--- src/rtl/i_ref_dac_if.sv ---
// rtl/i_ref_dac_if.sv - serial current-reference DAC writer with LDAC strobe.
// Optional step-size clamping when DAC_SLEW_LIMIT_EN is defined.
module i_ref_dac_if #(
   parameter int BUS_WIDTH = 10,
   parameter int CLK_DIV   = 4,
   parameter int MAX_STEP  = 16
) (
   input  logic                 clk,
   input  logic                 rst,
   input  logic                 enable,
   input  logic [BUS_WIDTH-1:0] i_ref_in,
   output logic                 dac_cs_n,
   output logic                 dac_sclk,
   output logic                 dac_sdi,
   output logic                 dac_ldac_n,
   output logic                 busy,
   output logic                 update_done,
   output logic [BUS_WIDTH-1:0] i_ref_applied
);

   localparam int DW  = (CLK_DIV > 1) ? $clog2(CLK_DIV) : 1;
   localparam int BCW = (BUS_WIDTH > 1) ? $clog2(BUS_WIDTH) : 1;
   localparam logic [DW-1:0]  DIV_LAST = DW'(CLK_DIV - 1);
   localparam logic [BCW-1:0] BIT_LAST = BCW'(BUS_WIDTH - 1);

   typedef enum logic [2:0] {
      S_IDLE, S_CS_SETUP, S_SHIFT, S_CS_HOLD, S_LDAC, S_DONE
   } state_t;

   state_t               state, state_nxt;
   logic [DW-1:0]        div_cnt, div_nxt;
   logic [BCW-1:0]       bit_cnt, bit_nxt;
   logic                 phase, phase_nxt;
   logic [BUS_WIDTH-1:0] shreg, shreg_nxt;
   logic [BUS_WIDTH-1:0] target_q, target_nxt;
   logic [BUS_WIDTH-1:0] applied_nxt;
   logic [BUS_WIDTH-1:0] next_target;
   logic                 div_end;

   logic cs_n_d, sclk_d, sdi_d, ldac_n_d, busy_d, done_d;

`ifdef DAC_SLEW_LIMIT_EN
   localparam logic [BUS_WIDTH-1:0] STEP = BUS_WIDTH'(MAX_STEP);
   logic signed [BUS_WIDTH:0] diff;

   // Clamp only fires when |diff| > MAX_STEP, so the stepped value cannot pass i_ref_in or wrap.
   always_comb begin
      diff = $signed({1'b0, i_ref_in}) - $signed({1'b0, i_ref_applied});
      if (int'(diff) > MAX_STEP)
         next_target = i_ref_applied + STEP;
      else if (int'(diff) < -MAX_STEP)
         next_target = i_ref_applied - STEP;
      else
         next_target = i_ref_in;
   end
`else
   assign next_target = i_ref_in;
`endif

   assign div_end = (div_cnt == DIV_LAST);

   always_ff @(posedge clk) begin
      if (rst) begin
         state         <= S_IDLE;
         div_cnt       <= '0;
         bit_cnt       <= '0;
         phase         <= 1'b0;
         shreg         <= '0;
         target_q      <= '0;
         i_ref_applied <= '0;
      end else begin
         state         <= state_nxt;
         div_cnt       <= div_nxt;
         bit_cnt       <= bit_nxt;
         phase         <= phase_nxt;
         shreg         <= shreg_nxt;
         target_q      <= target_nxt;
         i_ref_applied <= applied_nxt;
      end
   end

   always_comb begin
      state_nxt   = state;
      div_nxt     = div_cnt;
      bit_nxt     = bit_cnt;
      phase_nxt   = phase;
      shreg_nxt   = shreg;
      target_nxt  = target_q;
      applied_nxt = i_ref_applied;
      case (state)
         S_IDLE: begin
            if (enable && (i_ref_in != i_ref_applied)) begin
               state_nxt  = S_CS_SETUP;
               div_nxt    = '0;
               target_nxt = next_target;
               shreg_nxt  = next_target;
            end
         end
         S_CS_SETUP: begin
            if (div_end) begin
               state_nxt = S_SHIFT;
               div_nxt   = '0;
               bit_nxt   = '0;
               phase_nxt = 1'b0;
            end else begin
               div_nxt = div_cnt + DW'(1);
            end
         end
         S_SHIFT: begin
            if (div_end) begin
               div_nxt = '0;
               if (!phase) begin
                  phase_nxt = 1'b1;
               end else if (bit_cnt == BIT_LAST) begin
                  state_nxt = S_CS_HOLD;
               end else begin
                  // Next bit is presented at the start of its low phase.
                  phase_nxt = 1'b0;
                  bit_nxt   = bit_cnt + BCW'(1);
                  shreg_nxt = shreg << 1;
               end
            end else begin
               div_nxt = div_cnt + DW'(1);
            end
         end
         S_CS_HOLD: begin
            if (div_end) begin
               state_nxt = S_LDAC;
               div_nxt   = '0;
            end else begin
               div_nxt = div_cnt + DW'(1);
            end
         end
         S_LDAC: begin
            if (div_end) begin
               state_nxt   = S_DONE;
               div_nxt     = '0;
               applied_nxt = target_q;
            end else begin
               div_nxt = div_cnt + DW'(1);
            end
         end
         S_DONE:  state_nxt = S_IDLE;
         default: state_nxt = S_IDLE;
      endcase
   end

   // Outputs are decoded from the next state so they register in step with it.
   always_comb begin
      cs_n_d   = 1'b1;
      sclk_d   = 1'b0;
      sdi_d    = 1'b0;
      ldac_n_d = 1'b1;
      busy_d   = 1'b0;
      done_d   = 1'b0;
      case (state_nxt)
         S_CS_SETUP: begin
            cs_n_d = 1'b0;
            sdi_d  = shreg_nxt[BUS_WIDTH-1];
            busy_d = 1'b1;
         end
         S_SHIFT: begin
            cs_n_d = 1'b0;
            sclk_d = phase_nxt;
            sdi_d  = shreg_nxt[BUS_WIDTH-1];
            busy_d = 1'b1;
         end
         S_CS_HOLD: begin
            cs_n_d = 1'b0;
            sdi_d  = shreg_nxt[BUS_WIDTH-1];
            busy_d = 1'b1;
         end
         S_LDAC: begin
            ldac_n_d = 1'b0;
            busy_d   = 1'b1;
         end
         S_DONE:  done_d = 1'b1;
         default: ;
      endcase
   end

   always_ff @(posedge clk) begin
      if (rst) begin
         dac_cs_n    <= 1'b1;
         dac_sclk    <= 1'b0;
         dac_sdi     <= 1'b0;
         dac_ldac_n  <= 1'b1;
         busy        <= 1'b0;
         update_done <= 1'b0;
      end else begin
         dac_cs_n    <= cs_n_d;
         dac_sclk    <= sclk_d;
         dac_sdi     <= sdi_d;
         dac_ldac_n  <= ldac_n_d;
         busy        <= busy_d;
         update_done <= done_d;
      end
   end

endmodule

--- config.mk ---
export PLATFORM = sky130hd
export DESIGN_NAME = i_ref_dac_if
export DESIGN_NICKNAME = d
export VERILOG_FILES = /design/src/rtl/i_ref_dac_if.sv
export SDC_FILE = /design/constraint.sdc
export NUM_CORES = 1
export LEC_CHECK = 0
export ABC_CLOCK_PERIOD_IN_PS = 2900
export CORE_MARGIN = 1.5
export CORE_UTILIZATION = 58
export CTS_BUF_LIST = sky130_fd_sc_hd__clkbuf_16
export CTS_CLUSTER_DIAMETER = 120
export DETAILED_ROUTE_END_ITERATION = 10
export PLACE_DENSITY_LB_ADDON = 0.3
export SYNTH_ARGS = -nofsm -noshare
export SYNTH_HDL_FRONTEND = slang
export SYNTH_SLANG_ARGS = --single-unit
--- constraint.sdc ---
create_clock -name clk -period 2.9 [get_ports clk]
set_clock_uncertainty 0.2 [all_clocks]
set_input_delay 0.87 -clock clk [delete_from_list [all_inputs] [get_ports clk]]
set_output_delay 0.87 -clock clk [all_outputs]
set_load 0.03 [all_outputs]
==> flow_summary.ini, run 1 <==
[run_status]
status = completed

[global_route]
grt.total_usage = 0.2514
grt.overflow.total = 0
grt_max_degree = 16
grt_pass1_vias = 1651
antenna_found_initial = 0
grt_pass1_wl_um = 7824

[finish]
synthToLayoutAreaGrowth_pct = 26.27
most-common-layout-cells = 46 x dfxtp_1, 30 x nand2_1, 28 x clkdlybuf4s50_1
final_common_cell = dfxtp_1
drive_gt1_frac = 0.1174
fillCellCount = 234
diodes = 0
fin_nets = 280

[synthesis]
ys_warn_count = 0
synth-async-reset-ratio = 0
seq_area_frac_synth = 0.4455
synth-main-ff-cell = dfxtp_1
syn_area_mm2 = 0.002067
syn-num-nets = 239
synth_seq_cells = 46
synth-edff-count = 0
avgSynthCellArea_um2 = 9.269
synthCells = 223
ys_types = 45

[hold_path]
hp-class = reg2reg

[die]
fp.dieW_um = 62.70
io_pins = 29
core-area_mm2 = 0.003390
die-area_mm2 = 0.003931
die_h_um = 62.70
rows = 21
start_util = 0.6098

[critical_path]
end_kind = flip-flop
cp_data_arrival_time_ps = 2710
cp.required_ps = 2930
crit_chain = clkdlybuf4s50_1, xor2_1, nor4_4, a31oi_4, buf_4, a211oi_2, and3_1
cpMaxStageDelayCell = clkdlybuf4s50_1
crit_path_max_incr_delay_ps = 440
crit_fanout = 4
crit_path_start_kind = primary input
worstSetupPathType = in2reg

[power_and_ir_drop]
leakage_nw = 1.025
sequentialPowerShare = 0.496
pwr-share-comb = 0.117
pwr-share-clk = 0.388
ir_drop_v = 0.0003732
p_per_area_mw_per_mm2 = 522.7
p_sw_frac = 0.2327
p_int_mw = 1.047
switching_power_mw = 0.3175
power.total_mw = 1.364

[cts]
cts.repair.resized = 0
clockBufferDepth = 2
clk_latency_ps = 280
cts_inserted_buffers = 5
cts.htree.levels = 2
root_buffer = clkbuf_16
numClockSinks = 46
cts_tree = yes
clk_pin_slew_ps = 60
post_cts_buffers = 0
cts_hold_buf = 0

[routing]
drc = 0
routed_wl_um = 4581
dr_total_vias = 1798
first_pass_iters = 4
drt-initial-drc-count = 103
antenna_left = 0
wl_per_cell_um = 14.78
vias_per_cell = 5.800

[sta]
slew_violations = 0
slew_headroom = 0.5668
worstMarginPinSlew_ps = 646.3
setup_violations = 0
rsz0062_at_grt = false
finalHoldViolCount = 0
period_minus_slack_ps = 2684
fin_crit_sh = 0.9254
fmax_mhz = 372.6
tns_ps = 0

[placed_design]
gp_congestion = 0.8693
port_buffers = 28
dp_hpwl_um = 3173

[job]
maxCapViolCount = 0
## power by group through the flow
stage | combinational (mW) | sequential [mW] | clock (mW)
after CTS | 0.158 | 0.675 | 0.535
after global placement | 0.154 | 0.688 | 0
after global routing | 0.172 | 0.678 | 0.556
final | 0.159 | 0.676 | 0.529
after detailed placement | 0.156 | 0.689 | 0
after floorplan | 0.0940 | 0.688 | 0
## synth_stat cells, drive strengths merged, types with 2 or more instances
| master | n | area (um^2) |
|---|---|---|
| dfxtp | 46 | 920.9 |
| nand2 | 30 | 112.6 |
| nor2 | 20 | 82.58 |
| a21oi | 14 | 70.07 |
| xor2 | 14 | 122.6 |
| mux2i | 10 | 100.1 |
| a22oi | 8 | 60.06 |
| inv | 8 | 30.03 |
| o2bb2ai | 8 | 70.07 |
| and3 | 7 | 43.79 |
| nand3 | 7 | 35.03 |
| buf | 6 | 38.79 |
| clkbuf | 5 | 18.77 |
| nor3 | 4 | 25.02 |
| ha | 3 | 37.54 |
| nor2b | 3 | 18.77 |
| nor4 | 3 | 48.80 |
| a21boi | 2 | 15.02 |
| a31oi | 2 | 27.53 |
| nand3b | 2 | 15.01 |
| o211ai | 2 | 15.01 |
| o22ai | 2 | 18.77 |
| o31ai | 2 | 15.01 |
| o41ai | 2 | 17.52 |
## state kept, by name (all words and copies together), names as in the netlist
| name | cells |
|---|---|
| i_ref_applied | 10 |
| target_q | 10 |
| busy | 1 |
| update_done | 1 |
| dac_sdi | 1 |
| dac_sclk | 1 |
| state | 3 |
| div_cnt | 2 |
| phase | 1 |
| shreg | 10 |
| bit_cnt | 4 |
| dac_cs_n | 1 |
| dac_ldac_n | 1 |
## critical path: cells and delay by family
family | cells | cell delay (ps)
AO/OA/AOI/OAI | 2 | 430
buffers and inverters | 2 | 620
AND/OR/NAND/NOR | 2 | 590
XOR/XNOR | 1 | 190
## area by class of cell
cell class | instances | area, um^2 | area share
Tap cell | 46 | 57.56 | 0.02205
Inverter | 8 | 30.03 | 0.01151
Timing Repair Buffer | 45 | 407.9 | 0.1563
Clock inverter | 2 | 10.01 | 0.003835
Sequential cell | 46 | 920.9 | 0.3528
Clock buffer | 5 | 125.1 | 0.04794
Multi-Input combinational cell | 158 | 1059 | 0.4056
## per-layer routing
metal / up-vias / GRT usage / share of wire
met2: 88 / 0.4032 / 0.48
li1: 869 / - / -
met4: 0 / 0.1028 / 0.020
met1: 828 / 0.3253 / 0.43
met5: - / 0 / 0
met3: 13 / 0.06126 / 0.069
## through the flow
stage	utilization	area, um^2	hold slack [ps]	instances	worst slack [ps]
after detailed placement	0.7302	2475	245.1	303	-30.78
final	0.7700	2610	250.9	310	216.2
after CTS	0.7700	2610	256.0	310	229.5
after floorplan	-	2067	231.3	223	589.2
after global placement	0.7302	2475	240.1	303	6.775
after global routing	0.7700	2610	274.5	310	93.32
## path summary, 6_finish.rpt
check,from,to,cells after the start,slack [ps]
max,i_ref_in[5],dac_sclk,7,220
max reg2reg,state[1],dac_sclk,5,650
min reg2reg,target_q[4],i_ref_applied[4],2,250
min,target_q[4],i_ref_applied[4],2,250
## cell families after synthesis
group | synth area share
flip-flops | 0.4455
adder cells (fa/ha/maj) | 0.01816
AND/OR/NAND/NOR | 0.2016
multiplexers | 0.04843
XOR/XNOR | 0.06356
AO/OA/AOI/OAI | 0.1804
buffers and inverters | 0.04238
Note: power is estimated with default switching activity, not from simulation.
==> inputs of run 2 (changes only) <==
--- a/config.mk
+++ b/config.mk
@@ -12,6 +12,7 @@
 export CTS_CLUSTER_DIAMETER = 120
 export DETAILED_ROUTE_END_ITERATION = 10
 export PLACE_DENSITY_LB_ADDON = 0.3
+export REMOVE_ABC_BUFFERS = 1
 export SYNTH_ARGS = -nofsm -noshare
 export SYNTH_HDL_FRONTEND = slang
 export SYNTH_SLANG_ARGS = --single-unit
==> flow_summary.ini, run 2 (synthesized netlist as in run 1, its figures left out) <==
[routing]
drt-initial-drc-count = 92
wl_per_cell_um = 14.36
first_pass_iters = 4
dr_total_vias = 1731
routed_wl_um = 4394
drc = 0
vias_per_cell = 5.657
antenna_left = 0

[hold_path]
hp-class = reg2reg
hp-start = target_q[6]

[critical_path]
critical_path.top_delay_family = buffers and inverters
cpMaxStageDelayCell = clkdlybuf4s50_1
crit_path_start_kind = primary input
crit_fanout = 4
r2r_start = state[1]
worstSetupPathType = in2reg
r2r_setup_slack_ps = 660
path_buf_inv = 2
cp.required_ps = 2930
cp_data_arrival_time_ps = 2640
startpoint = i_ref_in[7]
crit_chain = clkdlybuf4s50_1, xor2_1, nor4_4, a31oi_4, buf_4, a211oi_2, and3_1
crit_path_max_incr_delay_ps = 440
end_kind = flip-flop

[die]
core-area_mm2 = 0.003390
fp.dieW_um = 62.70
start_util = 0.6098
die_h_um = 62.70
io_pins = 29
die-area_mm2 = 0.003931
rows = 21

[cts]
cts_tree = yes
root_buffer = clkbuf_16
cts_hold_buf = 0
cts.repair.resized = 0
clk_latency_ps = 280
post_cts_buffers = 0
cts.htree.levels = 2
cts_inserted_buffers = 5
numClockSinks = 46
clockBufferDepth = 2
clk_pin_slew_ps = 60

[power_and_ir_drop]
power.total_mw = 1.348
leakage_nw = 1.008
ir_drop_v = 0.0003618
p_per_area_mw_per_mm2 = 522.9

[global_route]
met1_usage = 0.3203
top_usage_layer = met2
grt_pass1_vias = 1660
grt.overflow.total = 0
antenna_found_initial = 0
grt_pass1_wl_um = 7596
grt_max_degree = 26
use_met3 = 0.06306
grt.total_usage = 0.2444
met2_usage = 0.3925

[placed_design]
gp_congestion = 0.8883
dp_hpwl_um = 3001
port_buffers = 28

[sta]
fmax_mhz = 382.3
worstMarginPinSlew_ps = 695.3
slew_violations = 0
tns_ps = 0
rsz0062_at_grt = false
setup_violations = 0
fin_crit_sh = 0.9020
period_minus_slack_ps = 2616
slew_headroom = 0.5339
finalHoldViolCount = 0
hold_ws_ps = 253.2

[job]
maxCapViolCount = 0

[finish]
diodes = 0
synthToLayoutAreaGrowth_pct = 24.70
most-common-layout-cells = 46 x dfxtp_1, 30 x nand2_1, 28 x clkdlybuf4s50_1
reg_top3 = i_ref_applied (10), shreg (10), target_q (10)
fin_nets = 276
drive_gt1_frac = 0.09615
final_common_cell = dfxtp_1
fillCellCount = 244

[run_status]
status = completed
==> run 2: changes by cell type in the layout (fill, tap and decap cells not counted) <==
cell	delta
inv_1	+2
clkinv_2	-2
buf_4	-4
==> run 2: final timing paths <==
kind,cells after the start,end
setup / recovery,7,dac_sclk
hold / removal,2,i_ref_applied[6]
setup reg to reg,5,dac_sclk
hold reg to reg,2,i_ref_applied[6]
==> run 2: where the power goes <==
group | internal [mW] | switching, mW | leakage [nW]
clock | 0.308 | 0.209 | 0.0723
combinational | 0.0747 | 0.0807 | 0.560
sequential | 0.659 | 0.0173 | 0.375
==> run 2: tightest hold or removal path, cell delays in order, from the launching register on <==
cell	delay, ps
dfxtp_1	310
nand2_1	50
a21oi_1	50
==> run 2: area by class of cell <==
type | count | area (um^2) | area share
clock inverter | 2 | 7.507 | 0.002913
inverter | 8 | 30.03 | 0.01165
sequential | 46 | 920.9 | 0.3573
timing repair buffer | 41 | 377.9 | 0.1466
tap | 46 | 57.56 | 0.02233
clock buffer | 5 | 125.1 | 0.04854
multi-input combinational | 158 | 1059 | 0.4107
==> run 2: metrics by stage <==
stage | area (um^2) | setup WS [ps] | instances | utilization
global placement | 2445 | 24.98 | 299 | 0.7213
floorplan | 2009 | 384.1 | 212 | -
finish | 2577 | 284.2 | 306 | 0.7604
detailed placement | 2445 | 4.202 | 299 | 0.7213
CTS | 2577 | 273.0 | 306 | 0.7604
global route | 2577 | 159.7 | 306 | 0.7604
==> run 2: metal layers <==
layer / up-vias / part of all wire
met2: 59 / 0.49
met3: 2 / 0.057
met4: 0 / 0.0048
li1: 861 / -
met1: 809 / 0.45
met5: - / 0
